===== src/rtl/fifo_uart_dumper.sv =====
// ============================================================================
// Module   : fifo_uart_dumper
// Purpose  : Reader end of the target-to-host record FIFO. A dump request
//            pops 16-bit records into a local frame buffer, then streams each
//            frame to the UART byte interface as:
//              SYNC_BYTE, [SEQ], LEN, {MSB, LSB} x LEN, CHK
//            CHK is the 8-bit sum of every byte after SYNC_BYTE.
//            A dump ends on the first frame that holds fewer than
//            MAX_FRAME_WORDS records. If the last frame is full, an empty
//            frame follows to end the dump.
// Ports    : clk, reset (async, active-low)
//            i_dump_start / o_busy / o_done / o_word_count - control/status
//            i_fifo_empty, o_fifo_ready_for_output (pop),
//            i_fifo_output_valid, i_fifo_output_data - upstream FIFO
//            o_write_strobe, o_write_data, i_tx_ready - UART byte transmit
// Config   : FIFO_UART_DUMPER_SEQ_EN - when defined, a per-dump frame
//            sequence byte follows SYNC_BYTE and is included in CHK.
// Revision : 1.0 - initial release
// ============================================================================
`default_nettype none

module fifo_uart_dumper #(
  parameter int         NUM_ELEMENTS    = 4096,
  parameter int         MAX_FRAME_WORDS = 16,
  parameter logic [7:0] SYNC_BYTE       = 8'hA5
) (
  input  logic                            clk,
  input  logic                            reset,
  input  logic                            i_dump_start,
  output logic                            o_busy,
  output logic                            o_done,
  output logic [$clog2(NUM_ELEMENTS):0]   o_word_count,
  input  logic                            i_fifo_empty,
  output logic                            o_fifo_ready_for_output,
  input  logic                            i_fifo_output_valid,
  input  logic [15:0]                     i_fifo_output_data,
  output logic                            o_write_strobe,
  output logic [7:0]                      o_write_data,
  input  logic                            i_tx_ready
);

  localparam int         c_wcw       = $clog2(NUM_ELEMENTS) + 1;
  localparam int         c_aw        = (MAX_FRAME_WORDS > 1) ? $clog2(MAX_FRAME_WORDS) : 1;
  localparam logic [7:0] c_max_words = 8'(MAX_FRAME_WORDS);

  typedef enum logic [3:0] {
    S_IDLE      = 4'd0,
    S_FILL_REQ  = 4'd1,
    S_FILL_WAIT = 4'd2,
    S_SEND_SYNC = 4'd3,
    S_SEND_SEQ  = 4'd4,
    S_SEND_LEN  = 4'd5,
    S_SEND_HI   = 4'd6,
    S_SEND_LO   = 4'd7,
    S_SEND_CHK  = 4'd8,
    S_TX_GAP    = 4'd9,
    S_DONE      = 4'd10
  } state_t;

  state_t            r_state;
  state_t            w_state_next;
  // SEND_* state to resume in once the one-cycle gap after a strobe is over
  state_t            r_ret;
  state_t            w_ret_next;
  logic [7:0]        r_n;          // records held in the frame buffer
  logic [7:0]        r_idx;        // record currently being transmitted
  logic [7:0]        r_chk;
  logic [c_wcw-1:0]  r_word_count;
  logic [15:0]       r_buf [MAX_FRAME_WORDS];
  logic [15:0]       w_word;
  logic              w_is_send;
  logic              w_pop;
  logic              w_strobe;
  logic [7:0]        w_byte;
  logic              w_accept;
`ifdef FIFO_UART_DUMPER_SEQ_EN
  logic [7:0]        r_seq;
`endif

  assign w_word   = r_buf[r_idx[c_aw-1:0]];
  assign w_accept = (r_state == S_FILL_WAIT) && i_fifo_output_valid;

  always_comb begin
    w_state_next = r_state;
    w_ret_next   = r_ret;
    w_is_send    = 1'b0;
    w_pop        = 1'b0;
    w_strobe     = 1'b0;
    w_byte       = 8'h00;
    case (r_state)
      S_IDLE: begin
        if (i_dump_start) w_state_next = S_FILL_REQ;
      end
      S_FILL_REQ: begin
        if (i_fifo_empty || (r_n == c_max_words)) begin
          w_state_next = S_SEND_SYNC;
        end else begin
          w_pop        = 1'b1;
          w_state_next = S_FILL_WAIT;
        end
      end
      S_FILL_WAIT: begin
        if (i_fifo_output_valid) w_state_next = S_FILL_REQ;
      end
      S_SEND_SYNC: begin
        w_is_send = 1'b1;
        w_byte    = SYNC_BYTE;
`ifdef FIFO_UART_DUMPER_SEQ_EN
        w_ret_next = S_SEND_SEQ;
`else
        w_ret_next = S_SEND_LEN;
`endif
      end
`ifdef FIFO_UART_DUMPER_SEQ_EN
      S_SEND_SEQ: begin
        w_is_send  = 1'b1;
        w_byte     = r_seq;
        w_ret_next = S_SEND_LEN;
      end
`endif
      S_SEND_LEN: begin
        w_is_send  = 1'b1;
        w_byte     = r_n;
        w_ret_next = (r_n == 8'd0) ? S_SEND_CHK : S_SEND_HI;
      end
      S_SEND_HI: begin
        w_is_send  = 1'b1;
        w_byte     = w_word[15:8];
        w_ret_next = S_SEND_LO;
      end
      S_SEND_LO: begin
        w_is_send  = 1'b1;
        w_byte     = w_word[7:0];
        w_ret_next = ((r_idx + 8'd1) == r_n) ? S_SEND_CHK : S_SEND_HI;
      end
      S_SEND_CHK: begin
        w_is_send  = 1'b1;
        w_byte     = r_chk;
        // A full frame means more records may be waiting upstream
        w_ret_next = (r_n == c_max_words) ? S_FILL_REQ : S_DONE;
      end
      S_TX_GAP: begin
        w_state_next = r_ret;
      end
      S_DONE: begin
        w_state_next = S_IDLE;
      end
      default: begin
        w_state_next = S_IDLE;
      end
    endcase
    if (w_is_send && i_tx_ready) begin
      w_strobe     = 1'b1;
      w_state_next = S_TX_GAP;
    end
  end

  always_ff @(posedge clk or negedge reset) begin
    if (!reset) begin
      r_state      <= S_IDLE;
      r_ret        <= S_IDLE;
      r_n          <= 8'd0;
      r_idx        <= 8'd0;
      r_chk        <= 8'd0;
      r_word_count <= '0;
`ifdef FIFO_UART_DUMPER_SEQ_EN
      r_seq        <= 8'd0;
`endif
    end else begin
      r_state <= w_state_next;
      r_ret   <= w_ret_next;
      if ((r_state == S_IDLE) && i_dump_start) begin
        r_word_count <= '0;
        r_n          <= 8'd0;
`ifdef FIFO_UART_DUMPER_SEQ_EN
        r_seq        <= 8'd0;
`endif
      end
      if (w_accept) begin
        r_n <= r_n + 8'd1;
        if (r_word_count != {c_wcw{1'b1}}) r_word_count <= r_word_count + 1'b1;
      end
      if (w_strobe) begin
        case (r_state)
          S_SEND_SYNC: begin
            r_chk <= 8'd0;
            r_idx <= 8'd0;
          end
          S_SEND_LO: begin
            r_idx <= r_idx + 8'd1;
            r_chk <= r_chk + w_byte;
          end
          S_SEND_CHK: begin
            if (r_n == c_max_words) r_n <= 8'd0;
`ifdef FIFO_UART_DUMPER_SEQ_EN
            r_seq <= r_seq + 8'd1;
`endif
          end
          default: begin
            r_chk <= r_chk + w_byte;
          end
        endcase
      end
    end
  end

  // Frame buffer storage carries no reset; occupancy is tracked by r_n
  always_ff @(posedge clk) begin
    if (w_accept) r_buf[r_n[c_aw-1:0]] <= i_fifo_output_data;
  end

  assign o_busy                  = (r_state != S_IDLE) && (r_state != S_DONE);
  assign o_done                  = (r_state == S_DONE);
  assign o_word_count            = r_word_count;
  assign o_fifo_ready_for_output = w_pop;
  assign o_write_strobe          = w_strobe;
  assign o_write_data            = w_strobe ? w_byte : 8'h00;

endmodule

`default_nettype wire


===== config.mk =====
export PLATFORM = sky130hd
export DESIGN_NAME = fifo_uart_dumper
export DESIGN_NICKNAME = d
export VERILOG_FILES = /design/src/rtl/fifo_uart_dumper.sv
export SDC_FILE = /design/constraint.sdc
export NUM_CORES = 1
export LEC_CHECK = 0
export ABC_AREA = 1
export CORE_ASPECT_RATIO = 2
export CORE_MARGIN = 8
export CORE_UTILIZATION = 59
export DETAILED_ROUTE_END_ITERATION = 12
export MAX_ROUTING_LAYER = met4
export PLACE_DENSITY = 0.85
export SLEW_MARGIN = 10
export SYNTH_ARGS = -nofsm -noshare
export SYNTH_HDL_FRONTEND = slang
export SYNTH_SLANG_ARGS = --single-unit
export TNS_END_PERCENT = 10

===== constraint.sdc =====
create_clock -name clk -period 5.85 [get_ports clk]
set_input_delay 0.585 -clock clk [delete_from_list [all_inputs] [get_ports clk]]
set_output_delay 0.585 -clock clk [all_outputs]
set_load 0.01 [all_outputs]

# After elaboration in Yosys (flattened, before gate mapping)

Memory sizes are Yosys's and may differ from the RTL's.
Cells that the tools add are included.

Bits in writable memories: 256
Register bits: 45
Latch bits: 0
Memory bits (read-only): 0
Output and inout port bits: 25
Word-level logic and storage cells: 69
Memories kept: 1

Bitwise operators: 1
$mul: 0
Muxes and demuxes: 27
Order comparisons: 0
Shifts and indexed selects: 0
Div/mod/pow operators: 0
Reductions and logical operators: 14
Add/subtract/negate cells: 4
Equal/unequal tests: 16

Memories:

| memory | depth | bits a word | rd ports | clocked after memory_dff | wr ports | line | RTL |
|---|---|---|---|---|---|---|---|
| r_buf  | 16    | 16          | 1        | 0                        | 1        | 69   | `logic [15:0] r_buf [MAX_FRAME_WORDS];` |

Operator list:

| kind                  | number |
|---|---|
| $mux 8                | 6 |
| $pmux 4 s5            | 2 |
| $pmux 8 s5            | 1 |
| $mux 13               | 3 |
| $pmux 8 s2            | 2 |
| $mux 4                | 6 |
| $add 8x1->8 const B   | 2 |
| $add 13x1->13 const B | 1 |
| $ne 13x13->1 const B  | 1 |
| $eq 4x3->1 const B    | 3 |
| $eq 4x4->1 const B    | 3 |
| $add 8x8->8           | 1 |
| $eq 4x2->1 const B    | 2 |
| $eq 8x5->1 const B    | 1 |
| $eq 8x8->1            | 1 |
| $logic_not 8->1       | 1 |
| $mux 1                | 7 |
| $reduce_bool 5->1     | 1 |
| $reduce_or 5->1       | 1 |
| $eq 4x1->1 const B    | 1 |
| $logic_and 1x1->1     | 4 |
| $logic_not 4->1       | 1 |
| $ne 4x4->1 const B    | 1 |
| $reduce_and 2->1      | 2 |
| other kinds (8)       | 8 |

# Logic depth before layout (Yosys ltp)

Word-level depth: 7
Gate-level depth with buffers: 20

# Least setup slack after synthesis

Ideal clock, no wire load.

Path kind: register to register
From: register r_idx[0]
To: register r_chk[6]
Path buffers: 2
Required time: 5729 ps
Cell stages (with the launch flop): 20
Arrival time: 2512 ps
Path slack: 3217 ps
Cell sequence: dfrtp_1 inv_2 buf_4 buf_2 nor2_1 o221ai_1 o211ai_1 nand2_1 nand2_1 nand3_1 ha_1 inv_1 fa_1 inv_1 a31oi_1 nor2_1 o21ai_0 nand2_1 xnor2_1 o21ai_1

Cells in the longest elaborated chain, start to end: 4

RTL lines:

| what                     | line     | RTL |
|---|---|---|
| start: declaration       | 66       | `logic [7:0] r_idx;` |
| start signal: assignment | 190      | `r_idx <= r_idx + 8'd1;` |
| $mem_v2 16x16            | --       |  |
| $pmux 8 s5               | 90       | `case (r_state)` |
| $add 8x8->8              | 191, 200 |  |
| $pmux 8 s2               | 184      | `case (r_state)` |
| end signal: assignment   | 191      | `r_chk <= r_chk + w_byte;` |
| end signal: assignment   | 200      | `r_chk <= r_chk + w_byte;` |
| end: declaration         | 67       | `logic [7:0] r_chk;` |

Every way passes these cells.
A chain may end at the register's enable or synchronous reset.

# Worst setup path after layout

From: register r_idx[0]
To: output o_write_data[6]

Cells in the longest elaborated chain, start to end: 3

RTL lines:

| what             | line | RTL |
|---|---|---|
| $mem_v2 16x16    | --   |  |
| $pmux 8 s5       | 90   |  |
| $mux 8           | 217  | `assign o_write_data = w_strobe ? w_byte : 8'h00;` |
| end: declaration | 38   | `output logic [7:0] o_write_data,` |

Every way passes these cells.

==> qor.yml <==
worst_setup_path:
  worst_path_max_delay_cell: "dfrtp_4"
  cp_cell_sequence: "buf_4, o21ai_0, o221ai_1, o211ai_1, nand2_1, nand2_1, nand4_1, nand2_1, inv_1, clkdlybuf4s50_1"
  rrSetupSlack_ns: 1.98
  worstPathMaxFanout: 66
  path_delay_family: "buffers and inverters"
  slowest_delay_ns: 0.82
  path_class: "flop to primary output"
  path_buf_inv: 3
  end_kind: "primary output"
  worst_path_most_repeated_cell: "nand2_1"
  startpoint_type: "flop"
  cp.arrival_ns: 3.86
  cp.required_ns: 5.27
layout:
  final_layout_size_suffix_gt1_share_pct: 10.0
  antenna_cells: 0
  design_area_sq_um: 14700
  layout.nets: 1237
  areaGrowthSynthToFinish_pct: 11.7
  filler_cell_count: 1490
yosys:
  synth_enable_flop_cells: 256
  yosysSeqAreaShare_pct: 67.0
  ys_ff_latch: 301
  synthFlopType: "edfxtp_1"
  yosysUniqueCellTypes: 43
  syn_inst: 1158
  netlist.area_leader.share_pct: 58.5
  async_flop_share_pct: 15.0
  synth_fp_nets: 1194
  synth.cell_area_sq_um: 13200
  netlist_top_cells_area: "edfxtp_1, dfrtp_1, nand2_1"
  yosys_warnings: 0
  synth_common_cells: "edfxtp_1, nand2_1, nor2_1, o21ai_0, inv_1"
  yosysTopAreaCell: "edfxtp_1"
  yosysMostFrequentCell: "edfxtp_1"
  avgSynthCellArea_sq_um: 11.4
die:
  core-area_sq_um: 22000
  die_y_um: 227
  rows: 77
  start_util_pct: 59.9
  num_io_pins: 47
  die_width_um: 122
  die-area_sq_um: 27600
drt:
  wl_per_cell_um: 21.8
  routed_wl_um: 32600
  viasPerCell: 6.24
  postRouteAntennaNets: 0
  drc: 0
  first_iter_violations: 1048
  routed-via-count: 9341
  dr.pass1.iters: 5
clocking:
  clkTransAtPathRegs_ns: 0.07
  clk_latency_ns: 0.55
  postCtsHoldBufs: 0
  cts.sinks: 301
  cts_tree: "done"
  cts_made_buffers: 25
  cts_buffer_depth: 3
  root_buffer: "clkbuf_16"
  postCtsSetupRepairBufs: 0
  cts.repair.resized: 0
  htree_levels: 1
timing:
  drv_slew: 0
  clock_skew_ns: 0.0296
  worst_pin_slew_ns: 1.20
  timing.fmax_mhz: 225
  hold_viol: 0
  tns_ns: 0
  setup_viol: 0
  rsz0062_at_grt: "no"
  period_needed_ns: 4.44
  fin_crit_sh_pct: 75.9
  slew_headroom_pct: 20.2
grt:
  grt.total_usage_pct: 24.5
  antenna_found_initial: 0
  grt_max_degree: 67
  grt-ovfl-total: 0
  grt_pass1_vias: 9413
  grt_first_pass_wirelength_um: 50300
hold_path:
  hold_class: "input port to async pin"
placement:
  io_buffers: 46
  placed_cell_area_sq_um: 13900
  gp_congestion: 0.926
  post-dp-hpwl_um: 19700
power_and_ir_drop:
  finalPower_mw: 6.13
  power.leakage_nw: 5.35
  vdd_drop_max_mv: 0.264
  p_per_area_nw_per_um2: 418
run:
  maxCapViolations: 0
status:
  status: "finished, final reports clean"
[cell families after synthesis]
logic type | share of synthesized area [%]
AOI/OAI and AO/OA | 10.8
xor gates and xnor gates | 0.932
adders and majority gates | 1.39
buffers and inverters | 4.89
DFF | 67.0
muxes | 0.304
and+or+nand+nor | 14.6
[registers in the layout (all words and copies together), names as in the netlist]
signal,cells
r_idx,8
r_ret,4
o_word_count,13
r_buf,256
r_chk,8
r_state,4
r_n,8
[path summary, 6_finish.rpt]
check,startpoint,end,depth (start not counted)
setup / recovery,r_idx[0],o_write_data[6],10
hold / removal,reset,r_chk[5],2
setup reg to reg,r_idx[0],r_chk[6],17
hold reg to reg,r_ret[1],r_ret[1],2
max in group asynchronous,reset,r_idx[0],2
min in group clk,r_ret[1],r_ret[1],2
[per-layer routing]
metal  track usage (%)  routed length [um]
met1              25.8               10900
met2              42.8               17200
met3              2.56                2460
met4              15.7                2000
met5                 -                   0
[cells in the final DEF (no fill, tap or decap), drive strengths merged, types with 3 or more instances in the layout]
| master | netlist | routed |
|---|---|---|
| a21oi | 23 | 23 |
| a221oi | 3 | 3 |
| a31oi | 5 | 5 |
| buf | 37 | 25 |
| clkbuf | 17 | 33 |
| clkdlybuf4s50 | 0 | 45 |
| clkinv | 2 | 11 |
| dfrtp | 45 | 45 |
| edfxtp | 256 | 256 |
| ha | 13 | 13 |
| inv | 88 | 91 |
| mux2i | 4 | 4 |
| nand2 | 189 | 189 |
| nand3 | 67 | 67 |
| nand4 | 12 | 12 |
| nor2 | 162 | 162 |
| nor3 | 7 | 7 |
| nor4 | 3 | 3 |
| o211ai | 14 | 14 |
| o21ai | 123 | 123 |
| o221ai | 34 | 34 |
| o22ai | 31 | 31 |
| or2 | 3 | 3 |
| xnor2 | 3 | 3 |
| xor2 | 11 | 11 |
[layout make-up]
type / instances / area (sq um) / share of cell area, %
clock buffers: 33 / 686 / 4.67
clock inverters: 13 / 98.8 / 0.673
inverters: 90 / 342 / 2.33
multi-input cells: 713 / 3740 / 25.5
flip-flops and latches: 301 / 8820 / 60.0
well taps: 276 / 345 / 2.35
repair buffers: 70 / 661 / 4.50
[metrics by stage]
stage / std cells / utilization (%) / hold WS (ns) / setup slack (ns)
final: 1496 / 66.9 / 0.142 / 1.41
after global routing: 1496 / 66.9 / 0.177 / 1.27
after CTS: 1496 / 66.8 / 0.141 / 1.48
after detailed placement: 1450 / 63.3 / 0.499 / 2.07
after global placement: 1450 / 63.3 / 0.494 / 2.05
after floorplan: 1158 / - / 0.289 / 3.22
[where the power goes]
part	internal [mW]	switching, mW
Combinational	0.620	1.33
Sequential	2.44	0.140
Clock	0.842	0.756
Total	3.91	2.23
Power figures use the tool's default switching activity.
